File: src/rtl/gsim_pkg.sv
// Shared constants and types for the Gauss-Seidel sweep scheduler.
// Holds the problem size, sweep count, FSM state encoding and the
// neighbour offset table used to build the PE operand addresses.
package gsim_pkg;

    localparam int N        = 16;
    localparam int IDX_W    = 4;
    localparam int ITER     = 120;
    localparam int ITER_W   = 7;
    localparam int NB_SLOTS = 6;

    // Neighbour offsets in slot order; slot 0 sits in the LSBs of nb_addr.
    localparam int OFS_M1 = -1;
    localparam int OFS_P1 = 1;
    localparam int OFS_M2 = -2;
    localparam int OFS_P2 = 2;
    localparam int OFS_M3 = -3;
    localparam int OFS_P3 = 3;

    typedef enum logic [2:0] {
        IDLE,
        INIT,
        ISSUE,
        WAIT,
        WB,
        SWEEP_END,
        OUTPUT
    } state_t;

    // Slot number -> signed index offset.
    function automatic int nb_offset(input int slot);
        case (slot)
            0:       return OFS_M1;
            1:       return OFS_P1;
            2:       return OFS_M2;
            3:       return OFS_P2;
            4:       return OFS_M3;
            5:       return OFS_P3;
            default: return 0;
        endcase
    endfunction

endpackage

File: src/rtl/gsim_sweep_sched_if.sv
// PE launch/complete handshake and x output stream of the sweep scheduler.
// master = scheduler side, slave = PE / stream consumer side.
interface gsim_sweep_sched_if;
    import gsim_pkg::*;

    logic                      pe_start;
    logic [IDX_W-1:0]          pe_idx;
    logic [NB_SLOTS*IDX_W-1:0] nb_addr;
    logic [NB_SLOTS-1:0]       nb_zero;
    logic                      pe_done;

    logic                      out_valid;
    logic                      out_ready;
    logic [IDX_W-1:0]          out_addr;
    logic                      out_last;

    modport master (
        output pe_start, pe_idx, nb_addr, nb_zero,
        input  pe_done,
        output out_valid, out_addr, out_last,
        input  out_ready
    );

    modport slave (
        input  pe_start, pe_idx, nb_addr, nb_zero,
        output pe_done,
        input  out_valid, out_addr, out_last,
        output out_ready
    );

endinterface

File: src/rtl/gsim_nbr_gen.sv
// Combinational neighbour address generator: for the current index i it
// produces i+d for d in {-1,+1,-2,+2,-3,+3}. Out-of-range neighbours get
// address 0 and their nb_zero bit set so the PE uses a zero operand.
module gsim_nbr_gen
    import gsim_pkg::*;
(
    input  logic [IDX_W-1:0]          idx,
    output logic [NB_SLOTS*IDX_W-1:0] nb_addr,
    output logic [NB_SLOTS-1:0]       nb_zero
);

    // Two extra bits: one for the sign, one for headroom up to N-1+3.
    localparam int PW = IDX_W + 2;
    localparam logic signed [PW-1:0] POS_MAX = PW'(N - 1);

    for (genvar s = 0; s < NB_SLOTS; s++) begin : g_slot
        localparam logic signed [PW-1:0] OFS = PW'(nb_offset(s));

        logic signed [PW-1:0] pos;

        assign pos        = $signed({2'b00, idx}) + OFS;
        assign nb_zero[s] = pos[PW-1] || (pos > POS_MAX);
        assign nb_addr[s*IDX_W +: IDX_W] = nb_zero[s] ? '0 : pos[IDX_W-1:0];
    end

endmodule

File: src/rtl/gsim_sweep_sched.sv
// Gauss-Seidel sweep scheduler: initialises x from b, runs ITER sweeps
// over indices 0..N-1 through one shared multi-cycle PE (issue, wait for
// pe_done, write back), then streams x out under ready/valid.
// Optional build macro GSIM_EARLY_STOP_EN adds pe_small/early_stop and ends
// the job once a whole sweep (from the second sweep on) reports small deltas.
module gsim_sweep_sched
    import gsim_pkg::*;
#(
    parameter int ITER = gsim_pkg::ITER
) (
    input  logic              clk,
    input  logic              reset,
    input  logic              start,
    output logic              busy,
    output logic              init_en,
    output logic              wb_en,
    output logic [IDX_W-1:0]  wb_addr,
    output logic [ITER_W-1:0] iter_cnt,
    output logic              done,
`ifdef GSIM_EARLY_STOP_EN
    input  logic              pe_small,
    output logic              early_stop,
`endif
    gsim_sweep_sched_if.master bus
);

    localparam logic [ITER_W:0] ITER_LIM = (ITER_W + 1)'(ITER);

    state_t                    state;
    logic [IDX_W-1:0]          idx;
    logic [IDX_W-1:0]          out_cnt;
    logic                      pe_start_q;
    logic                      out_valid_q;
    logic                      out_last_q;

    logic [ITER_W:0]           iter_next;
    logic                      last_idx;
    logic                      last_out;
    logic                      stop_now;
    logic [NB_SLOTS*IDX_W-1:0] nb_addr_w;
    logic [NB_SLOTS-1:0]       nb_zero_w;

    // iter_next carries one spare bit so the compare against ITER never wraps.
    assign iter_next = {1'b0, iter_cnt} + 1'b1;
    assign last_idx  = (idx == IDX_W'(N - 1));
    assign last_out  = (out_cnt == IDX_W'(N - 1));

`ifdef GSIM_EARLY_STOP_EN
    localparam logic [ITER_W:0] MIN_SWEEPS = (ITER_W + 1)'(2);

    logic all_small;
    logic early_hit;

    assign early_hit = all_small && (iter_next >= MIN_SWEEPS);
    assign stop_now  = (iter_next >= ITER_LIM) || early_hit;
`else
    assign stop_now  = (iter_next >= ITER_LIM);
`endif

    gsim_nbr_gen u_nbr_gen (
        .idx     (idx),
        .nb_addr (nb_addr_w),
        .nb_zero (nb_zero_w)
    );

    assign bus.pe_start  = pe_start_q;
    assign bus.pe_idx    = idx;
    assign bus.nb_addr   = nb_addr_w;
    assign bus.nb_zero   = nb_zero_w;
    assign bus.out_valid = out_valid_q;
    assign bus.out_addr  = out_cnt;
    assign bus.out_last  = out_last_q;
    assign wb_addr       = idx;

    // Job sequencer: state, counters and all registered control outputs.
    always_ff @(posedge clk or negedge reset) begin
        if (!reset) begin
            state       <= IDLE;
            idx         <= '0;
            iter_cnt    <= '0;
            out_cnt     <= '0;
            busy        <= 1'b0;
            init_en     <= 1'b0;
            pe_start_q  <= 1'b0;
            wb_en       <= 1'b0;
            out_valid_q <= 1'b0;
            out_last_q  <= 1'b0;
            done        <= 1'b0;
`ifdef GSIM_EARLY_STOP_EN
            all_small   <= 1'b0;
            early_stop  <= 1'b0;
`endif
        end else begin
            // Single-cycle strobes fall back to 0 unless a state re-asserts them.
            init_en    <= 1'b0;
            pe_start_q <= 1'b0;
            wb_en      <= 1'b0;
            done       <= 1'b0;

            case (state)
                IDLE: begin
                    if (start) begin
                        state    <= INIT;
                        busy     <= 1'b1;
                        init_en  <= 1'b1;
                        idx      <= '0;
                        iter_cnt <= '0;
`ifdef GSIM_EARLY_STOP_EN
                        early_stop <= 1'b0;
`endif
                    end
                end

                INIT: begin
                    state      <= ISSUE;
                    pe_start_q <= 1'b1;
`ifdef GSIM_EARLY_STOP_EN
                    all_small  <= 1'b1;
`endif
                end

                ISSUE: begin
                    state <= WAIT;
                end

                // No timeout: the PE is trusted to answer every launch.
                WAIT: begin
                    if (bus.pe_done) begin
                        state <= WB;
                        wb_en <= 1'b1;
`ifdef GSIM_EARLY_STOP_EN
                        if (!pe_small) begin
                            all_small <= 1'b0;
                        end
`endif
                    end
                end

                WB: begin
                    if (last_idx) begin
                        state <= SWEEP_END;
                    end else begin
                        idx        <= idx + 1'b1;
                        state      <= ISSUE;
                        pe_start_q <= 1'b1;
                    end
                end

                SWEEP_END: begin
                    iter_cnt <= iter_next[ITER_W-1:0];
                    idx      <= '0;
                    if (stop_now) begin
                        state       <= OUTPUT;
                        out_valid_q <= 1'b1;
                        out_cnt     <= '0;
                        out_last_q  <= 1'b0;
`ifdef GSIM_EARLY_STOP_EN
                        early_stop  <= early_hit;
`endif
                    end else begin
                        state      <= ISSUE;
                        pe_start_q <= 1'b1;
`ifdef GSIM_EARLY_STOP_EN
                        all_small  <= 1'b1;
`endif
                    end
                end

                // out_addr/out_valid only move on an accepted beat.
                OUTPUT: begin
                    if (bus.out_ready) begin
                        if (last_out) begin
                            state       <= IDLE;
                            busy        <= 1'b0;
                            done        <= 1'b1;
                            out_valid_q <= 1'b0;
                            out_last_q  <= 1'b0;
                            out_cnt     <= '0;
                        end else begin
                            out_cnt    <= out_cnt + 1'b1;
                            out_last_q <= (out_cnt == IDX_W'(N - 2));
                        end
                    end
                end

                default: begin
                    state <= IDLE;
                    busy  <= 1'b0;
                end
            endcase
        end
    end

endmodule
File: src/flat_wrapper.sv
// flat-port wrapper written by rule: the top's interface ports become plain ports
module gsim_sweep_sched_flat import gsim_pkg::*;
#(
    parameter int ITER = gsim_pkg::ITER
)
  (clk, reset, start, busy, init_en, wb_en, wb_addr, iter_cnt, done, bus_pe_start, bus_pe_idx, bus_nb_addr, bus_nb_zero, bus_pe_done, bus_out_valid, bus_out_addr, bus_out_last, bus_out_ready);
  gsim_sweep_sched_if bus_i ();
  input  logic clk;
  input  logic reset;
  input  logic start;
  output logic busy;
  output logic init_en;
  output logic wb_en;
  output logic [IDX_W-1:0] wb_addr;
  output logic [ITER_W-1:0] iter_cnt;
  output logic done;
  output wire logic [$bits(bus_i.pe_start)-1:0] bus_pe_start;
  output wire logic [$bits(bus_i.pe_idx)-1:0] bus_pe_idx;
  output wire logic [$bits(bus_i.nb_addr)-1:0] bus_nb_addr;
  output wire logic [$bits(bus_i.nb_zero)-1:0] bus_nb_zero;
  input wire logic [$bits(bus_i.pe_done)-1:0] bus_pe_done;
  output wire logic [$bits(bus_i.out_valid)-1:0] bus_out_valid;
  output wire logic [$bits(bus_i.out_addr)-1:0] bus_out_addr;
  output wire logic [$bits(bus_i.out_last)-1:0] bus_out_last;
  input wire logic [$bits(bus_i.out_ready)-1:0] bus_out_ready;
  assign bus_pe_start = bus_i.pe_start;
  assign bus_pe_idx = bus_i.pe_idx;
  assign bus_nb_addr = bus_i.nb_addr;
  assign bus_nb_zero = bus_i.nb_zero;
  assign bus_i.pe_done = bus_pe_done;
  assign bus_out_valid = bus_i.out_valid;
  assign bus_out_addr = bus_i.out_addr;
  assign bus_out_last = bus_i.out_last;
  assign bus_i.out_ready = bus_out_ready;
  gsim_sweep_sched #(.ITER(ITER)) u_core (.clk(clk), .reset(reset), .start(start), .busy(busy), .init_en(init_en), .wb_en(wb_en), .wb_addr(wb_addr), .iter_cnt(iter_cnt), .done(done), .bus(bus_i));
endmodule
File: config.mk
export PLATFORM = sky130hd
export DESIGN_NAME = gsim_sweep_sched_flat
export DESIGN_NICKNAME = d
export VERILOG_FILES = /design/src/rtl/gsim_pkg.sv /design/src/rtl/gsim_sweep_sched_if.sv /design/src/rtl/gsim_nbr_gen.sv /design/src/rtl/gsim_sweep_sched.sv /design/src/flat_wrapper.sv
export SDC_FILE = /design/constraint.sdc
export NUM_CORES = 1
export LEC_CHECK = 0
export BUFFER_PORTS_ARGS = -buffer_cell sky130_fd_sc_hd__clkbuf_2
export CORE_ASPECT_RATIO = 0.5
export CORE_MARGIN = 2
export CORE_UTILIZATION = 40
export DETAILED_ROUTE_END_ITERATION = 8
export MAX_ROUTING_LAYER = met4
export PLACE_DENSITY = 0.67
export SYNTH_ARGS = -nofsm -noshare
export SYNTH_HDL_FRONTEND = slang
export SYNTH_SLANG_ARGS = --single-unit
export TNS_END_PERCENT = 1
File: constraint.sdc
create_clock -name clk -period 2 [get_ports clk]
set_input_delay 0.3 -clock clk [delete_from_list [all_inputs] [get_ports clk]]
set_output_delay 0.3 -clock clk [all_outputs]
set_load 0.05 [all_outputs]
==> results of run 1 <==
==> registers in the layout, summed over array words and instances (netlist names) <==
name and flops:
u_core.bus.out_addr 4, u_core.bus.out_last 1, u_core.bus.out_valid 1, u_core.bus.pe_idx 4, u_core.bus.pe_start 1, u_core.busy 1, u_core.done 1, u_core.init_en 1
u_core.iter_cnt 7, u_core.state 3, u_core.wb_en 1
==> worst min-delay path by stage <==
stage | endpoint | depth (start not counted) | slack [ns] | start
3_5_place_dp | u_core.bus.pe_idx[3] | 1 | 0.35 | reset
3_3_place_gp | u_core.bus.pe_idx[3] | 1 | 0.34 | reset
6_report | u_core.bus.pe_idx[3] | 1 | 0.04 | reset
4_1_cts | u_core.state[0] | 1 | 0.06 | reset
2_1_floorplan | u_core.bus.out_addr[0] | 0 | 0.004 | reset
5_1_grt | u_core.state[0] | 1 | 0.08 | reset
==> cell families (layout without fill, tap and decap cells) <==
family	Yosys count	count (layout)
simple gates	94	94
compound gates	53	53
flops	25	25
buf+inv	23	100
fa+ha+maj	14	14
xor+xnor	6	6
mux	1	1
==> routing by layer <==
metal	wire length (um)	global-route usage	share of wire
met1	2194	0.2400	0.44
met2	2530	0.3639	0.51
met3	173	0.03420	0.035
met4	93	0.04110	0.019
met5	0	-	0
==> critical path, stage by stage (launching register included) <==
cell	delay (ns)
sky130_fd_sc_hd__dfrtp_2	0.47
sky130_fd_sc_hd__ha_2	0.25
sky130_fd_sc_hd__xnor2_2	0.15
sky130_fd_sc_hd__a211oi_2	0.27
sky130_fd_sc_hd__a31o_4	0.21
sky130_fd_sc_hd__nor2_4	0.05
sky130_fd_sc_hd__clkbuf_8	0.17
==> power by group through the flow <==
stage,Sequential (uW),Clock [uW],Combinational (uW)
after detailed placement,859,0,2370
after floorplan,1210,0,1530
after global placement,851,0,2350
after global routing,896,321,2870
final,865,292,2700
after CTS,862,304,2610
==> what timing repair did <==
item	4_1_cts	5_1_grt
pin swaps	9	6
setup endpoints to repair	28	28
hold endpoints to repair	0	0
resized for setup	67	27
setup buffers	6	0
==> synth_stat cells (2+ instances only) <==
master                      n
sky130_fd_sc_hd__a211oi_1   2
sky130_fd_sc_hd__a21o_1     2
sky130_fd_sc_hd__a21oi_1   12
sky130_fd_sc_hd__a31oi_1    2
sky130_fd_sc_hd__and2_1     2
sky130_fd_sc_hd__and3_1     4
sky130_fd_sc_hd__buf_2      7
sky130_fd_sc_hd__buf_4      6
sky130_fd_sc_hd__clkbuf_1   2
sky130_fd_sc_hd__dfrtp_1   25
sky130_fd_sc_hd__ha_1      14
sky130_fd_sc_hd__inv_1      7
sky130_fd_sc_hd__nand2_1   26
sky130_fd_sc_hd__nand2b_1   2
sky130_fd_sc_hd__nand3_1    6
sky130_fd_sc_hd__nand3b_1   2
sky130_fd_sc_hd__nand4_1    2
sky130_fd_sc_hd__nand4b_1   2
sky130_fd_sc_hd__nor2_1    30
sky130_fd_sc_hd__nor2b_1    3
sky130_fd_sc_hd__nor3_1     6
sky130_fd_sc_hd__nor4b_1    3
sky130_fd_sc_hd__o21a_1     2
sky130_fd_sc_hd__o21ai_0   16
sky130_fd_sc_hd__o22ai_1    4
sky130_fd_sc_hd__xnor2_1    3
sky130_fd_sc_hd__xor2_1     3
==> cell type report <==
cell class | instances | area (sq um)
multi-input cells | 168 | 1313
repair buffers | 88 | 773.2
inverters | 8 | 40.04
flip-flops and latches | 25 | 630.6
clock buffers | 4 | 45.04
well taps | 57 | 71.32
fillers | 345 | 1488
==> per-stage QoR <==
| stage | hold slack, ns | cell area (sq um) |
|---|---|---|
| after detailed placement | 0.3490 | 2430 |
| after floorplan | 0.004409 | 2011 |
| after global routing | 0.07759 | 2873 |
| after global placement | 0.3387 | 2430 |
| final | 0.03553 | 2873 |
| after CTS | 0.05751 | 2811 |
==> results.md, run 1 <==
* starting utilization of the core area: 0.4115
* residual overflow from global routing: 0
* number of flops mapped to enable cells by yosys: 0
* worst-case setup slack after placement: -0.1196 ns
* final count of negative-setup-slack endpoints: 23
* clock skew after layout: 0.004304 ns
* number of sinks on the clock net: 25
* number of antenna violations at the first check in global routing: 0
* proportion of synthesized area in mux cells: 0.006276
* R2R cell count: 6
* Internal Dissipation: 1761 uW
* clock network latency to the later pin of the worst-skew pair: 0.26 ns
* weighted congestion at the end of routability-driven global placement: 0.8521
* reg-to-reg setup timing slack: 0.32 ns
* critical path type: reg2out
* peak clock frequency supported by timing: 468.0 MHz
* number of vias per cell: 5.254
* TritonCTS clock tree: built
* top-area cell type share of the netlist area: 0.3487
* number of levels the H-tree was split into: 1
* capturing instance or port of the critical path: bus_nb_addr[15]
* biggest area consumer among synthesized cells: sky130_fd_sc_hd__dfrtp_1
* count of routing violations after the opening detailed-route iteration: 74
* max capacitance violation total: 0
* Port-buffer cells: 60
* violations in the final reports: setup timing
* Routed wire per std cell: 14.26 um
* die height: 51.36 um
* hold violation count in the final report: 0
* vias in the first global route: 1742
* hold bufs inserted after CTS: 0
* Max transition margin: 0.5839
* Reg-to-Reg End: u_core.bus.pe_idx[0]
* nets in the synthesized netlist: 235
* maximum buffer depth of the clock tree: 2
* Placeable Area: 0.004360 sq mm
* filler-free cell count of the finished design: 350
* result of the run: complete, but fails checks
* final core utilization: 0.6588
* layout overhead on the synthesized area: 60.11%
* clock network fraction of total power: 0.076
* Tot Pwr: 3856 uW
* synthesized instance count: 216
* area fraction in and, or, nand and nor cells after synthesis: 0.2615
* Inserted Diodes: 0
* most frequently used flop master after synthesis: sky130_fd_sc_hd__dfrtp_1
* flip-flop and latch count after synthesis: 25
* TritonCTS Buffers: 3
* cell count after placement: 340
* leading cell type in the layout, fill and taps excluded: sky130_fd_sc_hd__clkbuf_2
* fraction of the mapped netlist area in compound gates: 0.1911
* nature of the critical path startpoint: flop
* Post-DP HPWL: 3446 um
* combinational family with the most area after synthesis: simple AND/OR/NAND/NOR gates
* switching power of the nets: 2095 uW
* Synth async-reset ratio: 1.000
* transition time at the pin with the least slew margin: 0.6242 ns
* Final Cycle Share: 1.068
* crit path DAT: 1.84 ns
* root buffer cell: sky130_fd_sc_hd__clkbuf_8
* area of the die: 0.005070 sq mm
* part of the total power dissipated in combinational logic: 0.700
* Lkg Pwr: 0.001288 uW
* xor/xnor cell area share of the yosys netlist: 0.02929
* layout net count: 313
* Cell Pwr Density: 1342 mW/mm^2
* first element of the critical path: u_core.bus.pe_idx[1]
* worst flop-to-flop path startpoint: u_core.bus.pe_idx[1]
* critical path peak fanout: 5
* CP required: 1.70 ns
* final total negative setup slack: -2.019 ns
* global-route wire length before repair: 7948 um
* adder and majority cell fraction of the synthesized area: 0.09763
* fraction of final layout cells sized beyond drive strength 1: 0.4812
* vias post-DR: 1839
* Yosys warning total: 0
* first-pass iteration count of the detailed router: 4
* remaining number of nets flagged by the antenna check after routing: 0
* biggest area contributors in the synthesized netlist: sky130_fd_sc_hd__dfrtp_1, sky130_fd_sc_hd__ha_1, sky130_fd_sc_hd__nor2_1
* Placement Rows: 17
* worst voltage drop across the vdd grid: 0.6846 mV
* switching part of the total power: 0.5433
* DRC viols: 0
* summed instance area of the synthesized netlist: 0.001794 sq mm
* Final min period: 2.137 ns
* Die Wd: 98.72 um
* total track usage: 0.2002
* clock edge transition at the registers on the reported setup and hold paths: 0.08 ns
* category of the worst setup path capture point: output port
* top-level port count: 61
* Mean Syn Cell Area: 8.307 sq um
* register area share after synthesis: 0.3487
* pin count of the biggest net entering global routing: 26
* part of the total power dissipated in sequential elements: 0.224
* path category of the worst min-delay check: in2async
* count of final max-slew check failures: 0
* leading cell types in the layout, fill and taps excluded: sky130_fd_sc_hd__clkbuf_2, sky130_fd_sc_hd__buf_4, sky130_fd_sc_hd__nand2_1, sky130_fd_sc_hd__dfrtp_1, sky130_fd_sc_hd__clkbuf_8
* count of unique library cells instantiated by Yosys: 48
* final worst setup slack: -0.1366 ns
* unrepaired setup endpoints after global routing: true
* detailed-route wire length: 4992 um
Power figures use the tool's default switching activity.
==> run 2, diff against run 1 <==
--- a/config.mk
+++ b/config.mk
@@ -11,8 +11,10 @@
 export CORE_UTILIZATION = 40
 export DETAILED_ROUTE_END_ITERATION = 8
 export MAX_ROUTING_LAYER = met4
-export PLACE_DENSITY = 0.67
+export PLACE_DENSITY = 0.66
+export REMOVE_ABC_BUFFERS = 1
 export SYNTH_ARGS = -nofsm -noshare
 export SYNTH_HDL_FRONTEND = slang
+export SYNTH_HIERARCHICAL = 1
 export SYNTH_SLANG_ARGS = --single-unit
 export TNS_END_PERCENT = 1
==> run 2 against run 1 <==
The run still ends with setup timing left. Non-clock buffer count decreased by 10. Utilization decreased by 7.5 points. Cell count increased by 6.3%. Total power decreased by 0.10%. First-iteration DRC count increased by 30%. Count of clock-buffer cells in the layout unchanged. Setup slack got worse by 0.027 ns. Clock power increased by 5%. Cell area decreased by 1.1%. Combinational power about the same. Critical path type unchanged. Largest cell class unchanged. Largest power group unchanged. Highest routed layer unchanged.
==> results.md, run 2 <==
* top-area cell type share of the netlist area: 0.3145
* Lkg Pwr: 0.001275 uW
* layout overhead on the synthesized area: 42.77%
* number of flops mapped to enable cells by yosys: 0
* maximum buffer depth of the clock tree: 2
* filler-free cell count of the finished design: 372
* clock network latency to the later pin of the worst-skew pair: 0.27 ns
* count of unique library cells instantiated by Yosys: 58
* DRC viols: 0
* setup fix buffers added after clock tree synthesis: 0
* Inserted Diodes: 0
* register area share after synthesis: 0.3145
* part of the total power dissipated in combinational logic: 0.698
* weighted congestion at the end of routability-driven global placement: 0.8759
* max capacitance violation total: 0
* biggest area consumer among synthesized cells: sky130_fd_sc_hd__dfrtp_1
* cell count after placement: 368
* flip-flop count of the largest register, all copies and words added: 7
* Synth async-reset ratio: 1.000
* Multi-input gate area: 0.001400 sq mm
* first-pass iteration count of the detailed router: 4
* area of all sequential standard cells: 626.9 sq um
* total track usage: 0.1794
* residual overflow from global routing: 0
* slowest library cell on the worst path: sky130_fd_sc_hd__dfrtp_2
* Port-buffer cells: 60
* critical path type: reg2out
* die height: 53.87 um
* clock edge transition at the registers on the reported setup and hold paths: 0.09 ns
* most frequently used flop master after synthesis: sky130_fd_sc_hd__dfrtp_1
* Final min period: 2.164 ns
* root buffer cell: sky130_fd_sc_hd__clkbuf_8
* part of the total power dissipated in sequential elements: 0.222
* starting utilization of the core area: 0.4090
* remaining number of nets flagged by the antenna check after routing: 0
* number of sinks on the clock net: 25
* WP buf/inv: 2
* most used standard cell by instance count after synthesis: sky130_fd_sc_hd__nand2_1
* Routed wire per std cell: 13.63 um
* Internal Dissipation: 1791 uW
* violations in the final reports: setup timing
* count of routing violations after the opening detailed-route iteration: 96
* top-level port count: 61
* clock skew after layout: 0.004932 ns
* Placement Rows: 18
* CP required: 1.70 ns
* Detail Route met2 WL: 2500 um
* final core utilization: 0.5838
* layout net count: 323
* peak clock frequency supported by timing: 462.2 MHz
* Final Cycle Share: 1.082
* largest register by flop count: u_core/iter_cnt
* number of antenna violations at the first check in global routing: 0
* worst voltage drop across the vdd grid: 0.7653 mV
* flip-flop and latch count after synthesis: 25
* final count of negative-setup-slack endpoints: 22
* area of the die: 0.005588 sq mm
* category of the worst setup path capture point: output port
* crit path DAT: 1.86 ns
* transition time at the pin with the least slew margin: 0.6047 ns
* number of vias per cell: 5.258
* Post-synth top cells: sky130_fd_sc_hd__nand2_1, sky130_fd_sc_hd__dfrtp_1, sky130_fd_sc_hd__nor2_1
* result of the run: complete, but fails checks
* synthesized instance count: 238
* wl on met1: 2341 um
* Max transition margin: 0.5969
* fraction of final layout cells sized beyond drive strength 1: 0.4073
* hold bufs inserted after CTS: 0
* top cell family by delay on the critical path: simple AND/OR/NAND/NOR gates
* TritonCTS Buffers: 3
* Post-DP HPWL: 3483 um
* Mean Syn Cell Area: 8.359 sq um
* nature of the critical path startpoint: flop
* TritonCTS clock tree: built
* count of final max-slew check failures: 0
* path category of the worst min-delay check: in2async
* Max Used Layer: met4
* critical path peak fanout: 6
* pin count of the biggest net entering global routing: 26
* switching part of the total power: 0.5351
* clock network fraction of total power: 0.079
* Fillers: 433
* final worst setup slack: -0.1637 ns
* vias post-DR: 1956
* Placeable Area: 0.004865 sq mm
* peak per-stage delay on the critical path: 0.49 ns
* summed instance area of the synthesized netlist: 0.001989 sq mm
* leading cell types in the layout, fill and taps excluded: sky130_fd_sc_hd__clkbuf_2, sky130_fd_sc_hd__nand2_1, sky130_fd_sc_hd__dfrtp_1, sky130_fd_sc_hd__buf_4, sky130_fd_sc_hd__o21ai_0
* biggest area contributors in the synthesized netlist: sky130_fd_sc_hd__dfrtp_1, sky130_fd_sc_hd__ha_1, sky130_fd_sc_hd__nand2_1
* switching power of the nets: 2061 uW
* Yosys warning total: 6
* CP Cell Sequence: inv_2 > ha_4 > nand2_2 > nand4_1 > and3_1 > clkbuf_8
* Tot Pwr: 3852 uW
* detailed-route wire length: 5069 um
* hold violation count in the final report: 0
* number of levels the H-tree was split into: 1
* vias in the first global route: 1742
* Die Wd: 103.7 um
* leading cell type in the layout, fill and taps excluded: sky130_fd_sc_hd__clkbuf_2
* global-route wire length before repair: 7935 um
* unrepaired setup endpoints after global routing: true
* DR WL met3: 140 um
* worst hold margin: 0.01769 ns
* Cell Pwr Density: 1356 mW/mm^2
-- run 2: cell types whose count changed in the layout (fill, tap and decap cells not counted), sizes merged, moves of 2 or more --
cell    before  now
nor2        30   25
nand2b       2    5
nand2       26   29
a21oi       14   12
or3          1    3
clkbuf      53   44
nor3         6    2
nor4b        4    1
nor2b        3    5
inv          8    6
a21boi       0    4
o21ai       16   24
nand4        2    5
nand3        6   10
-- run 2: per-layer routing --
layer | up-vias | GRT usage
met5 | - | -
met4 | 0 | 0.07883
met3 | 9 | 0.01937
met2 | 50 | 0.3245
met1 | 925 | 0.2128
li1 | 972 | -
-- run 2: final timing paths --
path | from | endpoint | slack (ns) | depth (start not counted)
max | u_core/bus.pe_idx[2] | bus_nb_addr[14] | -0.16 | 6
min | reset | u_core/bus.out_addr[1] | 0.02 | 1
max reg2reg | u_core/iter_cnt[0] | u_core/state[2] | 0.28 | 5
min reg2reg | u_core/busy | u_core/busy | 0.51 | 2
max in group asynchronous | reset | u_core/bus.pe_idx[2] | 1.55 | 1
min in group clk | bus_pe_done | u_core/wb_en | 0.30 | 3
-- run 2: logic make-up (layout without fill, tap and decap cells) --
| group | count (synthesis) | in the layout | synth area share |
|---|---|---|---|
| XOR/XNOR | 6 | 6 | 0.02642 |
| adder cells (fa/ha/maj) | 16 | 16 | 0.1000 |
| flip-flops | 25 | 25 | 0.3145 |
| buffers and inverters | 24 | 88 | 0.06729 |
| AND/OR/NAND/NOR | 102 | 102 | 0.2698 |
| AO/OA/AOI/OAI | 65 | 65 | 0.2220 |
-- run 2: repair_timing --
action | CTS | global route
endpoints found under the setup margin | 27 | 29
pin swaps | 19 | 4
gates resized for setup | 77 | 30
-- run 2: power by group through the flow --
stage                     logic [uW]  registers (uW)  clock network, uW
after floorplan                 1190            1250                  0
after global placement          2150             853                  0
after detailed placement        2190             857                  0
after CTS                       2540             851                314
after global routing            2850             891                336
final                           2690             855                306
-- run 2: worst reg2reg max path: cells and delay by family, from the launching register on --
family	cells	cell delay (ns)
flops	1	0.49
simple gates	1	0.14
fa+ha+maj	1	0.28
compound gates	3	0.76
-- run 2: through the flow --
stage / setup WS, ns / instance area, sq um / setup TNS [ns]
after global routing: -0.2346 / 2840 / -3.529
final: -0.1637 / 2840 / -2.080
after floorplan: -1.603 / 1878 / -35.38
after detailed placement: -0.02845 / 2401 / -0.07037
after CTS: -0.1536 / 2776 / -1.603
after global placement: 0.01391 / 2401 / 0
-- run 2: area by class of cell --
type,instances,share of cell area
Tap cell,70,0.03084
Timing Repair Buffer,78,0.2317
Clock buffer,4,0.01586
Sequential cell,25,0.2207
Inverter,6,0.007930
Multi-Input combinational cell,189,0.4930
==> run 3, diff against run 2 <==
--- a/config.mk
+++ b/config.mk
@@ -8,10 +8,10 @@
 export BUFFER_PORTS_ARGS = -buffer_cell sky130_fd_sc_hd__clkbuf_2
 export CORE_ASPECT_RATIO = 0.5
 export CORE_MARGIN = 2
-export CORE_UTILIZATION = 40
+export CORE_UTILIZATION = 47
 export DETAILED_ROUTE_END_ITERATION = 8
 export MAX_ROUTING_LAYER = met4
-export PLACE_DENSITY = 0.66
+export PLACE_DENSITY = 0.76
 export REMOVE_ABC_BUFFERS = 1
 export SYNTH_ARGS = -nofsm -noshare
 export SYNTH_HDL_FRONTEND = slang
==> run 3 against run 2 <==
The run still ends with setup timing left. Sequential power about the same. Count of clock-buffer cells in the layout decreased by 1. Critical path depth increased by 1. Die area decreased by 14%. Largest power group unchanged. Largest cell class unchanged. Global-route usage increased by 6.5 points.
==> results.md, run 3 (same netlist as run 2, synthesis figures left out) <==
* clock edge transition at the registers on the reported setup and hold paths: 0.09 ns
* detailed-route wire length: 6187 um
* first element of the critical path: u_core/bus.pe_idx[0]
* number of levels the H-tree was split into: 1
* flip-flop count of the largest register, all copies and words added: 7
* CP required: 1.70 ns
* Reg-to-Reg End: u_core/bus.pe_idx[3]
* violations in the final reports: setup timing
* leading cell type in the layout, fill and taps excluded: sky130_fd_sc_hd__clkbuf_2
* first-pass iteration count of the detailed router: 4
* leading cell types in the layout, fill and taps excluded: sky130_fd_sc_hd__clkbuf_2, sky130_fd_sc_hd__nand2_1, sky130_fd_sc_hd__buf_4, sky130_fd_sc_hd__dfrtp_1
* number of sinks on the clock net: 25
* peak per-stage delay on the critical path: 0.41 ns
* TritonCTS Buffers: 3
* number of antenna violations at the first check in global routing: 0
* final total negative setup slack: -2.937 ns
* CP Cell Sequence: inv_2 > ha_4 > buf_4 > nor2_1 > o21ai_1 > a21oi_1 > clkbuf_8
* root buffer cell: sky130_fd_sc_hd__clkbuf_8
* Tot Pwr: 4006 uW
* TritonCTS clock tree: built
* R2R cell count: 7
* pin count of the biggest net entering global routing: 26
* vias post-DR: 2120
* reg-to-reg setup timing slack: 0.19 ns
* unrepaired setup endpoints after global routing: true
* fraction of final layout cells sized beyond drive strength 1: 0.4295
* clock skew after layout: 0.007256 ns
* Placement Rows: 16
* global-route wire length before repair: 9073 um
* count of final max-slew check failures: 0
* layout net count: 333
* Final min period: 2.228 ns
* nature of the critical path startpoint: flop
* Max transition margin: 0.5842
* final count of negative-setup-slack endpoints: 24
* maximum buffer depth of the clock tree: 2
* result of the run: complete, but fails checks
* peak clock frequency supported by timing: 448.8 MHz
* slowest library cell on the worst path: sky130_fd_sc_hd__dfrtp_1
* critical path type: reg2out
* Placeable Area: 0.003984 sq mm
* Fillers: 272
* residual overflow from global routing: 0
* count of routing violations after the opening detailed-route iteration: 110
* Routed wire per std cell: 16.90 um
* worst hold margin: 0.03233 ns
* Inserted Diodes: 0
* area of the die: 0.004801 sq mm
* starting utilization of the core area: 0.4994
* worst-case setup slack after placement: -0.001203 ns
* Lkg Pwr: 0.001349 uW
* die height: 50.01 um
* Cell Pwr Density: 1352 mW/mm^2
* total cell area at the placement stage: 0.002426 sq mm
* DRC viols: 0
* worst flop-to-flop path startpoint: u_core/bus.pe_idx[0]
* largest register by flop count: u_core/iter_cnt
* category of the worst setup path capture point: output port
* transition time at the pin with the least slew margin: 0.6237 ns
* remaining number of nets flagged by the antenna check after routing: 0
* top-level port count: 61
* Port-buffer cells: 60
* path category of the worst min-delay check: in2async
* critical path peak fanout: 6
* weighted congestion at the end of routability-driven global placement: 0.8945
* final design area excluding fillers: 0.002963 sq mm
* worst voltage drop across the vdd grid: 0.6632 mV
* Final Cycle Share: 1.114
* clock network latency to the later pin of the worst-skew pair: 0.27 ns
* vias in the first global route: 1927
* capturing instance or port of the critical path: bus_nb_zero[5]
* hold violation count in the final report: 0
* final worst setup slack: -0.2284 ns
* max capacitance violation total: 0
* Die Wd: 96.01 um
* crit path DAT: 1.93 ns
* layout overhead on the synthesized area: 48.93%
* Post-DP HPWL: 3414 um
* total track usage: 0.2443
* number of vias per cell: 5.792
## run 3: cell count changes in the layout (fill, tap and decap cells not counted), sizes merged
cell    previous run  this run
buf               38        42
clkbuf            44        49
clkinv             0         1
## run 3: layout make-up
cell class                 count  area [sq um]  area share
multi-input combinational    189          1424      0.4806
inverter                       6         22.52    0.007601
sequential                    25         626.9      0.2116
timing repair buffer          88         775.7      0.2618
clock buffer                   3         41.29     0.01394
clock inverter                 1         5.005    0.001689
tap                           54         67.56     0.02280
## run 3: worst min path at each step
| stage | endpoint | cells past startpoint |
|---|---|---|
| floorplan | u_core/bus.out_addr[0] | 0 |
| global placement | u_core/bus.out_addr[1] | 1 |
| detailed placement | u_core/bus.out_addr[0] | 1 |
| CTS | u_core/bus.out_addr[3] | 1 |
| global route | u_core/bus.out_addr[0] | 1 |
| finish | u_core/bus.out_addr[3] | 1 |
## run 3: metal layers
metal	track usage	routed length, um	up-vias
li1	-	-	996
met1	0.2973	2639	1014
met2	0.4120	3009	90
met3	0.04587	371	20
met4	0.07619	167	0
met5	-	0	-
## run 3: per-stage QoR
step / util / cells
global placement: 0.6090 / 354
global route: 0.7437 / 366
CTS: 0.7183 / 361
floorplan: - / 220
finish: 0.7437 / 366
detailed placement: 0.6090 / 354
## run 3: timing repair
item	CTS	global route
gates resized for setup	79	28
hold endpoints to repair	0	0
pin swaps	22	6
setup endpoints to repair	27	28
gates cloned	0	0
buffers inserted	3	5
hold buffers	0	0
## run 3: critical path, delay by kind of cell, from the launching register on
family,cells,cell delay (ns)
adders and majority gates,1,0.23
DFF,1,0.41
buffers and inverters,3,0.46
AOI/OAI and AO/OA,2,0.37
and+or+nand+nor,1,0.20
## run 3: where the power goes
group | switching, uW | leakage (uW) | internal [uW]
registers | 232 | 0.000331 | 625
clock network | 152 | 0.0000255 | 139
logic | 1780 | 0.000993 | 1080
